**src/rtl/ps2_mouse_rx.sv**
```systemverilog
// Receive-only PS/2 mouse front end: filters the raw lines, deframes bytes, assembles packets, tracks clamped position and buttons.
// Optional 4-byte wheel packets and the wheel port are enabled with `define MOUSE_WHEEL_EN.
module ps2_mouse_rx #(
  parameter int FILTER_LEN  = 8,
  parameter int TIMEOUT_CYC = 20000,
  parameter int X_MAX       = 1023,
  parameter int Y_MAX       = 767,
  parameter int X_INIT      = 512,
  parameter int Y_INIT      = 384
) (
  input  logic        clk,
  input  logic        rst,
  input  logic        ps2_clk,
  input  logic        ps2_data,
  output logic [11:0] xpos,
  output logic [11:0] ypos,
  output logic        mouse_left,
  output logic        mouse_right,
  output logic        packet_valid,
`ifdef MOUSE_WHEEL_EN
  output logic [3:0]  wheel,
`endif
  output logic        frame_err
);

  localparam int FW = (FILTER_LEN > 1) ? $clog2(FILTER_LEN) : 1;
  localparam int TW = $clog2(TIMEOUT_CYC + 1);
  localparam logic signed [13:0] L_XMAX = 14'(X_MAX);
  localparam logic signed [13:0] L_YMAX = 14'(Y_MAX);

  typedef enum logic [1:0] {RX_IDLE, RX_BITS, RX_CHECK} rx_state_t;
  typedef enum logic [2:0] {
    PK_B0, PK_B1, PK_B2,
`ifdef MOUSE_WHEEL_EN
    PK_B3,
`endif
    PK_APPLY
  } pk_state_t;

  logic          r_clk_s1, r_clk_s2, r_dat_s1, r_dat_s2;
  logic          r_clk_filt;
  logic [FW-1:0] r_filt_cnt;
  logic          w_fall;

  rx_state_t     r_rx_state, w_rx_next;
  logic [3:0]    r_bit_cnt;
  logic [7:0]    r_shift;
  logic          r_par, r_stop;
  logic [TW-1:0] r_idle_cnt;
  logic          w_timeout, w_frame_ok, w_byte_vld, w_err;
  logic          r_frame_err;

  pk_state_t     r_pk_state, w_pk_next;
  logic          r_b0_left, r_b0_right, r_b0_xs, r_b0_ys, r_b0_xo, r_b0_yo;
  logic [7:0]    r_b1, r_b2;
  logic          w_apply;

  logic signed [13:0] w_dx, w_dy, w_x_sum, w_y_sum;
  logic [11:0]   w_x_clamp, w_y_clamp;
  logic [11:0]   r_xpos, r_ypos;
  logic          r_left, r_right, r_pkt_vld;

  always_ff @(posedge clk or posedge rst) begin
    if (rst) begin
      r_clk_s1 <= 1'b1;
      r_clk_s2 <= 1'b1;
      r_dat_s1 <= 1'b1;
      r_dat_s2 <= 1'b1;
    end else begin
      r_clk_s1 <= ps2_clk;
      r_clk_s2 <= r_clk_s1;
      r_dat_s1 <= ps2_data;
      r_dat_s2 <= r_dat_s1;
    end
  end

  // The filtered level flips on the FILTER_LEN-th consecutive differing sample.
  always_ff @(posedge clk or posedge rst) begin
    if (rst) begin
      r_clk_filt <= 1'b1;
      r_filt_cnt <= '0;
    end else if (r_clk_s2 == r_clk_filt) begin
      r_filt_cnt <= '0;
    end else if (r_filt_cnt == FW'(FILTER_LEN - 1)) begin
      r_clk_filt <= r_clk_s2;
      r_filt_cnt <= '0;
    end else begin
      r_filt_cnt <= r_filt_cnt + 1'b1;
    end
  end

  assign w_fall = r_clk_filt && !r_clk_s2 && (r_filt_cnt == FW'(FILTER_LEN - 1));

  always_ff @(posedge clk or posedge rst) begin
    if (rst) r_rx_state <= RX_IDLE;
    else     r_rx_state <= w_rx_next;
  end

  always_comb begin
    w_rx_next = r_rx_state;
    case (r_rx_state)
      RX_IDLE:  if (w_fall && !r_dat_s2) w_rx_next = RX_BITS;
      RX_BITS: begin
        if (w_timeout)                          w_rx_next = RX_IDLE;
        else if (w_fall && r_bit_cnt == 4'd9)   w_rx_next = RX_CHECK;
      end
      RX_CHECK: w_rx_next = RX_IDLE;
      default:  w_rx_next = RX_IDLE;
    endcase
  end

  always_comb begin
    w_timeout  = (r_rx_state == RX_BITS) && !w_fall && (r_idle_cnt == TW'(TIMEOUT_CYC - 1));
    w_frame_ok = (^{r_shift, r_par}) && r_stop;
    w_byte_vld = (r_rx_state == RX_CHECK) && w_frame_ok;
    w_err      = ((r_rx_state == RX_CHECK) && !w_frame_ok) || w_timeout;
  end

  always_ff @(posedge clk or posedge rst) begin
    if (rst) begin
      r_bit_cnt   <= '0;
      r_shift     <= '0;
      r_par       <= 1'b0;
      r_stop      <= 1'b0;
      r_idle_cnt  <= '0;
      r_frame_err <= 1'b0;
    end else begin
      r_frame_err <= w_err;
      if (r_rx_state != RX_BITS || w_fall) r_idle_cnt <= '0;
      else                                 r_idle_cnt <= r_idle_cnt + 1'b1;
      if (r_rx_state == RX_IDLE) begin
        r_bit_cnt <= '0;
      end else if (r_rx_state == RX_BITS && w_fall) begin
        r_bit_cnt <= r_bit_cnt + 1'b1;
        if (r_bit_cnt < 4'd8)       r_shift <= {r_dat_s2, r_shift[7:1]};
        else if (r_bit_cnt == 4'd8) r_par   <= r_dat_s2;
        else                        r_stop  <= r_dat_s2;
      end
    end
  end

  always_ff @(posedge clk or posedge rst) begin
    if (rst) r_pk_state <= PK_B0;
    else     r_pk_state <= w_pk_next;
  end

  always_comb begin
    w_pk_next = r_pk_state;
    case (r_pk_state)
      PK_B0: if (w_byte_vld && r_shift[3]) w_pk_next = PK_B1;
      PK_B1: begin
        if (w_err)           w_pk_next = PK_B0;
        else if (w_byte_vld) w_pk_next = PK_B2;
      end
      PK_B2: begin
        if (w_err)           w_pk_next = PK_B0;
`ifdef MOUSE_WHEEL_EN
        else if (w_byte_vld) w_pk_next = PK_B3;
      end
      PK_B3: begin
        if (w_err)           w_pk_next = PK_B0;
`endif
        else if (w_byte_vld) w_pk_next = PK_APPLY;
      end
      PK_APPLY: w_pk_next = PK_B0;
      default:  w_pk_next = PK_B0;
    endcase
  end

  always_comb begin
    w_apply = (r_pk_state == PK_APPLY);
  end

`ifdef MOUSE_WHEEL_EN
  logic [3:0] r_b3, r_wheel;
`endif

  always_ff @(posedge clk or posedge rst) begin
    if (rst) begin
      r_b0_left  <= 1'b0;
      r_b0_right <= 1'b0;
      r_b0_xs    <= 1'b0;
      r_b0_ys    <= 1'b0;
      r_b0_xo    <= 1'b0;
      r_b0_yo    <= 1'b0;
      r_b1       <= '0;
      r_b2       <= '0;
`ifdef MOUSE_WHEEL_EN
      r_b3       <= '0;
`endif
    end else if (w_byte_vld) begin
      case (r_pk_state)
        PK_B0: begin
          r_b0_left  <= r_shift[0];
          r_b0_right <= r_shift[1];
          r_b0_xs    <= r_shift[4];
          r_b0_ys    <= r_shift[5];
          r_b0_xo    <= r_shift[6];
          r_b0_yo    <= r_shift[7];
        end
        PK_B1:   r_b1 <= r_shift;
        PK_B2:   r_b2 <= r_shift;
`ifdef MOUSE_WHEEL_EN
        PK_B3:   r_b3 <= r_shift[3:0];
`endif
        default: ;
      endcase
    end
  end

  // Deltas are 9-bit two's complement; +Y is up, screen Y grows downward.
  always_comb begin
    w_dx    = r_b0_xo ? 14'sd0 : {{5{r_b0_xs}}, r_b0_xs, r_b1};
    w_dy    = r_b0_yo ? 14'sd0 : {{5{r_b0_ys}}, r_b0_ys, r_b2};
    w_x_sum = $signed({2'b00, r_xpos}) + w_dx;
    w_y_sum = $signed({2'b00, r_ypos}) - w_dy;
    if (w_x_sum < 0)            w_x_clamp = 12'd0;
    else if (w_x_sum > L_XMAX)  w_x_clamp = 12'(X_MAX);
    else                        w_x_clamp = w_x_sum[11:0];
    if (w_y_sum < 0)            w_y_clamp = 12'd0;
    else if (w_y_sum > L_YMAX)  w_y_clamp = 12'(Y_MAX);
    else                        w_y_clamp = w_y_sum[11:0];
  end

  always_ff @(posedge clk or posedge rst) begin
    if (rst) begin
      r_xpos    <= 12'(X_INIT);
      r_ypos    <= 12'(Y_INIT);
      r_left    <= 1'b0;
      r_right   <= 1'b0;
      r_pkt_vld <= 1'b0;
`ifdef MOUSE_WHEEL_EN
      r_wheel   <= '0;
`endif
    end else begin
      r_pkt_vld <= w_apply;
`ifdef MOUSE_WHEEL_EN
      r_wheel   <= w_apply ? r_b3 : 4'd0;
`endif
      if (w_apply) begin
        r_xpos  <= w_x_clamp;
        r_ypos  <= w_y_clamp;
        r_left  <= r_b0_left;
        r_right <= r_b0_right;
      end
    end
  end

  assign xpos         = r_xpos;
  assign ypos         = r_ypos;
  assign mouse_left   = r_left;
  assign mouse_right  = r_right;
  assign packet_valid = r_pkt_vld;
  assign frame_err    = r_frame_err;
`ifdef MOUSE_WHEEL_EN
  assign wheel        = r_wheel;
`endif

endmodule
```
**config.mk**
```make
export PLATFORM = sky130hd
export DESIGN_NAME = ps2_mouse_rx
export DESIGN_NICKNAME = d
export VERILOG_FILES = /design/src/rtl/ps2_mouse_rx.sv
export SDC_FILE = /design/constraint.sdc
export NUM_CORES = 1
export LEC_CHECK = 0
export BUFFER_PORTS_ARGS = -buffer_cell sky130_fd_sc_hd__buf_2
export CAP_MARGIN = 15
export CORE_UTILIZATION = 61
export CTS_CLUSTER_DIAMETER = 30
export DETAILED_ROUTE_END_ITERATION = 10
export PLACE_DENSITY = 0.78
export SLEW_MARGIN = 15
export SYNTH_ARGS = -nofsm -noshare
export SYNTH_HDL_FRONTEND = slang
export SYNTH_SLANG_ARGS = --single-unit
```
**constraint.sdc**
```tcl
create_clock -name clk -period 3.6 [get_ports clk]
set_input_delay 0.36 -clock clk [delete_from_list [all_inputs] [get_ports clk]]
set_output_delay 0.36 -clock clk [all_outputs]
set_load 0.005 [all_outputs]
```
## Word level (Yosys, flattened, before mapping)

Index checks and enable logic that the tools add are counted.

| storage, ports and cells | value |
|---|---|
| latch bits | 0 |
| flip-flop bits (word level) | 92 |
| memory bits (read-only) | 0 |
| logic and storage cells | 108 |
| RAM bits | 0 |
| output and inout port bits | 28 |
| memories | 0 |

| operators by class | value |
|---|---|
| bitwise operators | 4 |
| shift-type cells | 0 |
| multipliers | 0 |
| add/sub/neg operators | 5 |
| reduce and logical (&&, ||, !) cells | 30 |
| eq/ne operators | 16 |
| magnitude comparators | 5 |
| mux-type cells | 21 |
| div/mod/pow operators | 0 |

Operators with widths:

| operator | number |
|---|---|
| 12-bit two-way mux | 4 |
| 14-bit by 11-bit greater-than comparator with 1-bit output (second input constant) | 2 |
| 14-bit by 1-bit < comparator with 1-bit output (second input constant) | 2 |
| 14-bit two-way mux | 2 |
| 3-bit two-way mux | 7 |
| 15-bit by 1-bit adder with 15-bit output (second input constant) | 1 |
| 15-bit equality test (second input constant) | 1 |
| 15-bit two-way mux | 1 |
| 13-bit by 14-bit adder with 14-bit output | 1 |
| 13-bit by 14-bit subtractor with 14-bit output | 1 |
| 1-bit logical AND | 11 |
| 2-bit AND reduction | 5 |
| 3-bit inequality test (second input constant) | 3 |
| 3-bit case mux with 3 select lines | 1 |
| 9-bit parity | 1 |
| 4-bit equality test (second input constant) | 2 |
| 4-bit two-way mux | 2 |
| 4-bit AND reduction | 2 |
| 3-bit by 2-bit equality test with 1-bit output (second input constant) | 2 |
| 2-bit two-way mux | 3 |
| 3-bit AND reduction | 2 |
| 4-bit by 1-bit adder with 4-bit output (second input constant) | 1 |
| 1-bit logical NOT | 4 |
| 4-bit < comparator (second input constant) | 1 |
| other kinds (14) | 19 |

## Logic depth before layout (Yosys ltp)

Gate-level depths: netlist (run 1).

| logic depth | value |
|---|---|
| word-level depth | 9 |
| gate-level depth with buffers | 10 |
| depth with buffers taken out | 10 |

## Worst setup path before layout (run 1)

No wires, ideal clock.

| timing path | value |
|---|---|
| path type | register -> register |
| start | reg r_b0_yo |
| end | reg r_ypos[1], in the netlist ypos[1] |
| stages on the path, launching flop included | 10 |
| period minus slack after synthesis | 2690 ps |
| arrival | 2537 ps |
| buffers on the path | 1 |
| slack | 910 ps |
| path through | dfrtp_1 > nand2b_1 > ha_1 > clkbuf_1 > nand2_1 > or3_1 > o221ai_1 > o21ai_0 > a211oi_2 > a22oi_1 |

| on the way | value |
|---|---|
| longest elaborated chain between the ends | 5 |

Ends and longest elaborated chain:

| item | RTL line | RTL |
|---|---|---|
| start: declaration | 54 | `logic r_b0_left, r_b0_right, r_b0_xs, r_b0_ys, r_b0_xo, r_b0_yo;` |
| start signal: assignment | 199 | `r_b0_yo <= r_shift[7];` |
| 14-bit two-way mux * | 214 | `w_dy = r_b0_yo ? 14'sd0 : {{5{r_b0_ys}}, r_b0_ys, r_b2};` |
| 13-bit by 14-bit subtractor with 14-bit output * | 216 | `w_y_sum = $signed({2'b00, r_ypos}) - w_dy;` |
| 14-bit by 11-bit greater-than comparator with 1-bit output | 221 | `else if (w_y_sum > L_YMAX) w_y_clamp = 12'(Y_MAX);` |
| 12-bit two-way mux | 221 |  |
| 12-bit two-way mux * | 220 | `if (w_y_sum < 0) w_y_clamp = 12'd0;` |
| end signal: assignment | 228 | `r_ypos <= 12'(Y_INIT);` |
| end signal: assignment | 242 | `r_ypos <= w_y_clamp;` |
| end: declaration | 60 | `logic [11:0] r_xpos, r_ypos;` |

Every way passes the cells marked *; elsewhere a longest branch is shown, timed or not.
A chain may end at the register's enable or synchronous reset.

## Worst setup path in the final report (run 1)

| timing path | value |
|---|---|
| start | reg r_b0_yo |
| end | reg r_ypos[5], in the netlist ypos[5] |

The elaborated chain is that of the path after synthesis.

==> results of run 1 <==
==> state kept, by name, summed over array words and instances, names as in the netlist, 2 cells and up <==
register and flops:
r_pk_state 2, r_filt_cnt 3, r_idle_cnt 15, r_shift 8, r_b2 8, r_b1 8, r_rx_state 2, r_bit_cnt 4
xpos 12, ypos 12
==> critical path, cell delays in order (launching register included) <==
cell      delay [ns]
dfrtp_1         0.46
nand2b_1        0.20
ha_1            0.32
a21oi_1         0.11
a211oi_1        0.48
nor3_1          0.14
nor3b_1         0.46
nor3_1          0.11
o21ai_1         0.56
a22oi_1         0.20
==> stage by stage <==
stage	util	hold WS (ns)	instance area [µm²]	total power, W
2_1_floorplan	-	0.345	5250	0.00110
3_3_place_gp	0.667	0.345	5510	0.00111
3_5_place_dp	0.667	0.349	5510	0.00112
4_1_cts	0.694	0.00556	5730	0.00190
5_1_grt	0.694	0.0167	5730	0.00194
6_report	0.694	-0.000754	5730	0.00187
==> cells in the mapped netlist (3+ instances only) <==
| library cell | number |
|---|---|
| xor2_1 | 16 |
| a211oi_1 | 4 |
| a21oi_1 | 26 |
| o21a_1 | 5 |
| or3_1 | 9 |
| nand2b_1 | 12 |
| a22o_1 | 9 |
| ha_1 | 31 |
| dfrtp_1 | 83 |
| a22oi_1 | 11 |
| xnor2_1 | 15 |
| nand3_1 | 16 |
| a31oi_1 | 4 |
| and3_1 | 3 |
| dfstp_2 | 8 |
| o31a_1 | 3 |
| nand3b_1 | 9 |
| nand4_1 | 6 |
| o21ai_1 | 3 |
| clkbuf_1 | 10 |
| nor2_1 | 39 |
| mux2_2 | 24 |
| a21o_1 | 4 |
| or2_2 | 4 |
| nor3_1 | 8 |
| nand2_1 | 52 |
| o21ai_0 | 16 |
| and2_1 | 5 |
| inv_1 | 18 |
| nor2b_1 | 17 |
| mux2_4 | 8 |
==> area by class of cell <==
| cell class | instances | area, µm² |
|---|---|---|
| sequential | 91 | 2290 |
| clock buffer | 9 | 124 |
| fill | 609 | 2520 |
| clock inverter | 7 | 98.8 |
| inverter | 18 | 68.8 |
| multi-input combinational | 397 | 2850 |
| timing repair buffer | 34 | 178 |
| tap | 105 | 131 |
==> metal layers <==
metal | GRT usage | share of wire | vias up
met4 | 0.0960 | 0.020 | 0
met2 | 0.432 | 0.48 | 66
met1 | 0.342 | 0.47 | 1903
met5 | 0 | 0 | -
li1 | - | - | 1909
met3 | 0.0411 | 0.028 | 14
==> power by group through the flow <==
stage	Combinational, W	Clock, W	Sequential [W]
floorplan	0.0000345	0	0.00106
global placement	0.0000467	0	0.00107
detailed placement	0.0000488	0	0.00107
CTS	0.0000494	0.000800	0.00105
global route	0.0000591	0.000837	0.00105
finish	0.0000471	0.000781	0.00105
==> path summary, 6_finish.rpt <==
kind,end,cells past startpoint
hold / removal,r_filt_cnt[2],2
hold reg to reg,r_clk_s2,0
setup / recovery,ypos[5],9
min in group clk,r_dat_s1,1
max in group asynchronous,r_stop,3
setup reg to reg,ypos[5],9
==> kinds of logic after synthesis <==
| logic type | count (synthesis) | share of synthesized area |
|---|---|---|
| buf+inv | 30 | 0.0231 |
| flops | 91 | 0.435 |
| simple gates | 194 | 0.191 |
| compound gates | 104 | 0.136 |
| fa+ha+maj | 33 | 0.0814 |
| mux | 34 | 0.0781 |
| xor+xnor | 32 | 0.0560 |
==> results by group, run 1 <==
Finish
  – Commonest cells after routing, fill and taps aside: 83 x dfrtp_1, 52 x nand2_1, 39 x nor2_1, 31 x ha_1, 31 x buf_2
  – Area Growth Syn to Fin: 9.12%
  – Commonest non-fill, non-tap cell in the layout: dfrtp_1
  – Finished Layout Cells: 661
  – Diodes inserted: 0
  – Nets: slightly below 600
  – Share of layout cells above drive strength 1: 0.183

Timing
  – RSZ-0062 raised after global routing: no
  – Final setup viols: 0
  – Setup TNS: 0 ns
  – Rel. slew slack: 0.539
  – Final Skew: 0.0115 ns
  – Minimum clock period after layout: 3.19 ns
  – Final Max Tran Viols: 0
  – Hold WS: -0.000754 ns
  – Max Clock Freq: 313 MHz
  – Setup ws final: 0.409 ns
  – Slew @ Worst Pin: 0.689 ns
  – Hold Fails Final Rpt: 1
  – Fin crit share: 0.886

Worst setup path
  – CP Data Arrival Time: 3.39 ns
  – Crit. Startpoint: r_b0_yo
  – CP Max Fanout: 10
  – CP startpoint kind: register
  – Flop2flop setup slack: 0.41 ns
  – Crit. End Element: register
  – Reg-to-reg critical path startpoint: r_b0_yo
  – Critical path class: register to register
  – Worst Path Required: 3.80 ns

Drt
  – Via count: 3892
  – Final wirelength: 10.5 mm
  – 1st-iter DRT viols: 129
  – DR vias/cell: 5.89
  – Routed Antenna Nets: 0
  – Routed WL per cell: 15.9 µm
  – Drt pass-1 iters: 4
  – DRC: 0

Floorplanning
  – DIE HEIGHT: 94.8 µm
  – Die W: 94.8 µm
  – FP Rows: 33
  – Initial Utilization: 0.636
  – Die area: 8990 µm²
  – IO Pins: 32
  – Core outline area: 8260 µm²

CTS
  – H-tree Lvls: 3
  – Clk_lat worst skew: about 0.36 ns
  – Reg clk slew, reported paths: 0.09 ns
  – CTS Buf Count: 9
  – Post-CTS Hold Buffers: 0
  – # clock sinks: 91
  – Clock Tree Buf Depth: 2
  – Root Buffer: clkbuf_8
  – CTS tree: done
  – CTS resizes: 0
  – Setup Fix Bufs, Post-CTS: 0

Global routing
  – Pin count of the biggest net entering global routing: 37
  – Antenna violations before repair: 0
  – Vias in the first global route: between 3000 and 4000
  – First-pass GRT wire length: 18.0 mm
  – GRT Util Overall: 0.260
  – Grt total ovfl: 0

Synth
  – YS warnings: 0
  – Post-synth top area cell: dfrtp_1
  – Post-synth EDFFs: 0
  – Ys async rst share: 1.00
  – Synthesized area: 5250 µm²
  – #FFs+latches synth: 91
  – Sequential fraction of the synthesis area: 0.435
  – Syn Nets: 555
  – Syn Inst Count: 518
  – Top FF cell, synth: dfrtp_1
  – Synth area leaders: dfrtp_1 40%, ha_1 7.4%, mux2_2 5.1%
  – Post-synth cell types: 62
  – Post-synth top area share: 0.395
  – Avg Inst Size Synth: 10.1 µm²

Hold path
  – Hold WC Path Type: primary input to asynchronous set/reset pin

Status
  – Status: finished, violations left
  – Violated checks: negative hold slack

Power
  – Sequential share of power: 0.558
  – Int Pwr: ~0.0015 W
  – Switch share: 0.226
  – Clk pwr share: 0.416
  – Leakage power: between 2 and 3 nW
  – Gate power share: 0.025
  – Max IR drop VDD: 0.214 mV
  – Net Switching: 0.000424 W
  – Pwr dens: 327 nW/µm²

Place
  – Final HPWL DP: 7.54 mm
  – PortBufs: 31
  – RePlAce Congestion: 0.847
  – Setup WS pre-CTS: 0.410 ns
  – Placed insts: 645

Run
  – Maxcap violations: 0
(Power assumes the default switching activity.)
==> inputs of run 2 (changes only) <==
==> constraint.sdc (replaced) <==
create_clock -name clk -period 3.6 [get_ports clk]
set_input_delay 0.72 -clock clk [delete_from_list [all_inputs] [get_ports clk]]
set_output_delay 0.72 -clock clk [all_outputs]
set_load 0.005 [all_outputs]
==> run 2 against run 1 <==
Against the previous run: the flow now finishes without violations; setup slack improved by 0.039 ns; clock power fell by 8.3%; clock skew fell by 0.0048 ns; non-clock buffer count did not move; register-to-register slack improved by 0.04 ns; sequential power barely moved; core utilization fell by 0.27 points; highest routed layer unchanged; die area did not move; count of clock-buffer cells in the layout rose by 1; global-route usage fell by 1.2 points; via count rose by 0.90%.
==> results by group, run 2 (synthesized netlist as in run 1, its figures left out) <==
Drt
  – 1st-iter DRT viols: 149
  – Drt pass-1 iters: 5
  – Routed Antenna Nets: 0
  – Routed WL per cell: 15.6 µm
  – DR vias/cell: 5.94
  – Via count: 3927
  – DRC: 0
  – Final wirelength: 10.3 mm

Run
  – Maxcap violations: 0

Global routing
  – Pin count of the biggest net entering global routing: 43
  – Grt total ovfl: 0
  – Vias in the first global route: 3708
  – Antenna violations before repair: 0
  – First-pass GRT wire length: 17.2 mm
  – GRT Util Overall: 0.247

Timing
  – Slew @ Worst Pin: 0.701 ns
  – RSZ-0062 raised after global routing: no
  – Setup ws final: 0.449 ns
  – Setup TNS: 0 ns
  – Rel. slew slack: 0.531
  – Max Clock Freq: 317 MHz
  – Minimum clock period after layout: 3.15 ns
  – Final Skew: roughly 0.0067 ns
  – Hold Fails Final Rpt: 0
  – Final Max Tran Viols: 0
  – Fin crit share: 0.875
  – Final setup viols: 0

Worst setup path
  – CP Max Fanout: 10
  – Flop2flop setup slack: 0.45 ns
  – CP startpoint kind: register
  – Crit. End Element: register
  – Critical path class: register to register
  – Critical path, cell by cell: nand2b_1, ha_1, nand2_1, or3_1, o221ai_1, o21ai_0, a211oi_2, a22oi_1
  – Crit-path max cell delay: 0.54 ns
  – Slowest library cell on the worst path: a211oi_2
  – CP Data Arrival Time: 3.36 ns
  – Worst Path Required: 3.81 ns

CTS
  – # clock sinks: 91
  – Post-CTS Hold Buffers: 0
  – Clk_lat worst skew: ~0.36 ns
  – Setup Fix Bufs, Post-CTS: 0
  – CTS resizes: 0
  – H-tree Lvls: 3
  – Clock Tree Buf Depth: 2
  – Reg clk slew, reported paths: 0.09 ns
  – Root Buffer: clkbuf_8
  – CTS tree: done
  – CTS Buf Count: 9

Hold path
  – Hold WC Path Type: register to register

Floorplanning
  – IO Pins: 32
  – Initial Utilization: 0.636
  – Die W: 94.8 µm
  – DIE HEIGHT: about 95 µm
  – Core outline area: slightly above 8000 µm²
  – FP Rows: 33
  – Die area: between 8000 and 9000 µm²

Status
  – Status: finished clean

Finish
  – Area Growth Syn to Fin: 8.69%
  – Diodes inserted: 0
  – Largest register by flop count: r_idle_cnt
  – Util after Layout: 0.692
  – Finished Layout Cells: between 600 and 700
  – Nets: 588
  – Commonest cells after routing, fill and taps aside: 83 x dfrtp_1, 52 x nand2_1, 39 x nor2_1, 31 x ha_1, 31 x buf_2
  – Share of layout cells above drive strength 1: 0.183
  – Commonest non-fill, non-tap cell in the layout: dfrtp_1
  – Max reg flops: 15

Place
  – PortBufs: 31
  – RePlAce Congestion: 0.870
  – Final HPWL DP: 7.49 mm
  – Placed insts: 645
  – Setup WS pre-CTS: 0.430 ns

Power
  – Leakage power: 2.75 nW
  – Pwr Total: 0.00181 W
  – Max IR drop VDD: approximately 0.27 mV
  – Pwr dens: 317 nW/µm²
==> run 2: critical path: cells and delay by family (launching register included) <==
family,cells,cell delay [ns]
fa+ha+maj,1,0.53
compound gates,4,1.12
simple gates,3,0.87
flops,1,0.47
==> run 2: per-stage QoR <==
stage / cell area, µm² / hold slack (ns)
after floorplan: 5250 / 0.345
after global placement: 5510 / 0.346
after detailed placement: 5510 / 0.349
after CTS: 5710 / 0.358
after global routing: 5710 / 0.358
final: 5710 / 0.360
==> run 2: power breakdown <==
| part | switching, W | internal, W | leakage, nW |
|---|---|---|---|
| clock network | 0.000374 | 0.000342 | 0.107 |
| registers | 0.00000658 | 0.00104 | 1.24 |
| logic | 0.0000316 | 0.0000155 | 1.41 |
| total | 0.000412 | 0.00140 | 2.75 |
==> run 2: cell type report <==
cell class	count	area [µm²]
repair buffers	34	178
fillers	656	2550
clock inverters	6	62.6
well taps	105	131
flip-flops and latches	91	2290
multi-input cells	397	2850
inverters	18	68.8
clock buffers	10	138
==> run 2: routing by layer <==
layer | track usage | share of wire | up-vias
met1 | 0.324 | 0.46 | 1917
met3 | 0.0507 | 0.046 | 12
met5 | 0 | 0 | -
met4 | 0.0846 | 0.011 | 0
li1 | - | - | 1908
met2 | 0.408 | 0.48 | 90
==> run 2: worst paths after layout <==
path	from	end	depth (start not counted)
worst min register to register	r_dat_s1	r_dat_s2	0
worst max register to register	r_b0_yo	ypos[1]	8
min in group asynchronous	rst	xpos[0]	2
worst max-delay path	r_b0_yo	ypos[1]	8
worst min-delay path	r_dat_s1	r_dat_s2	0
max in group asynchronous	rst	ypos[8]	3
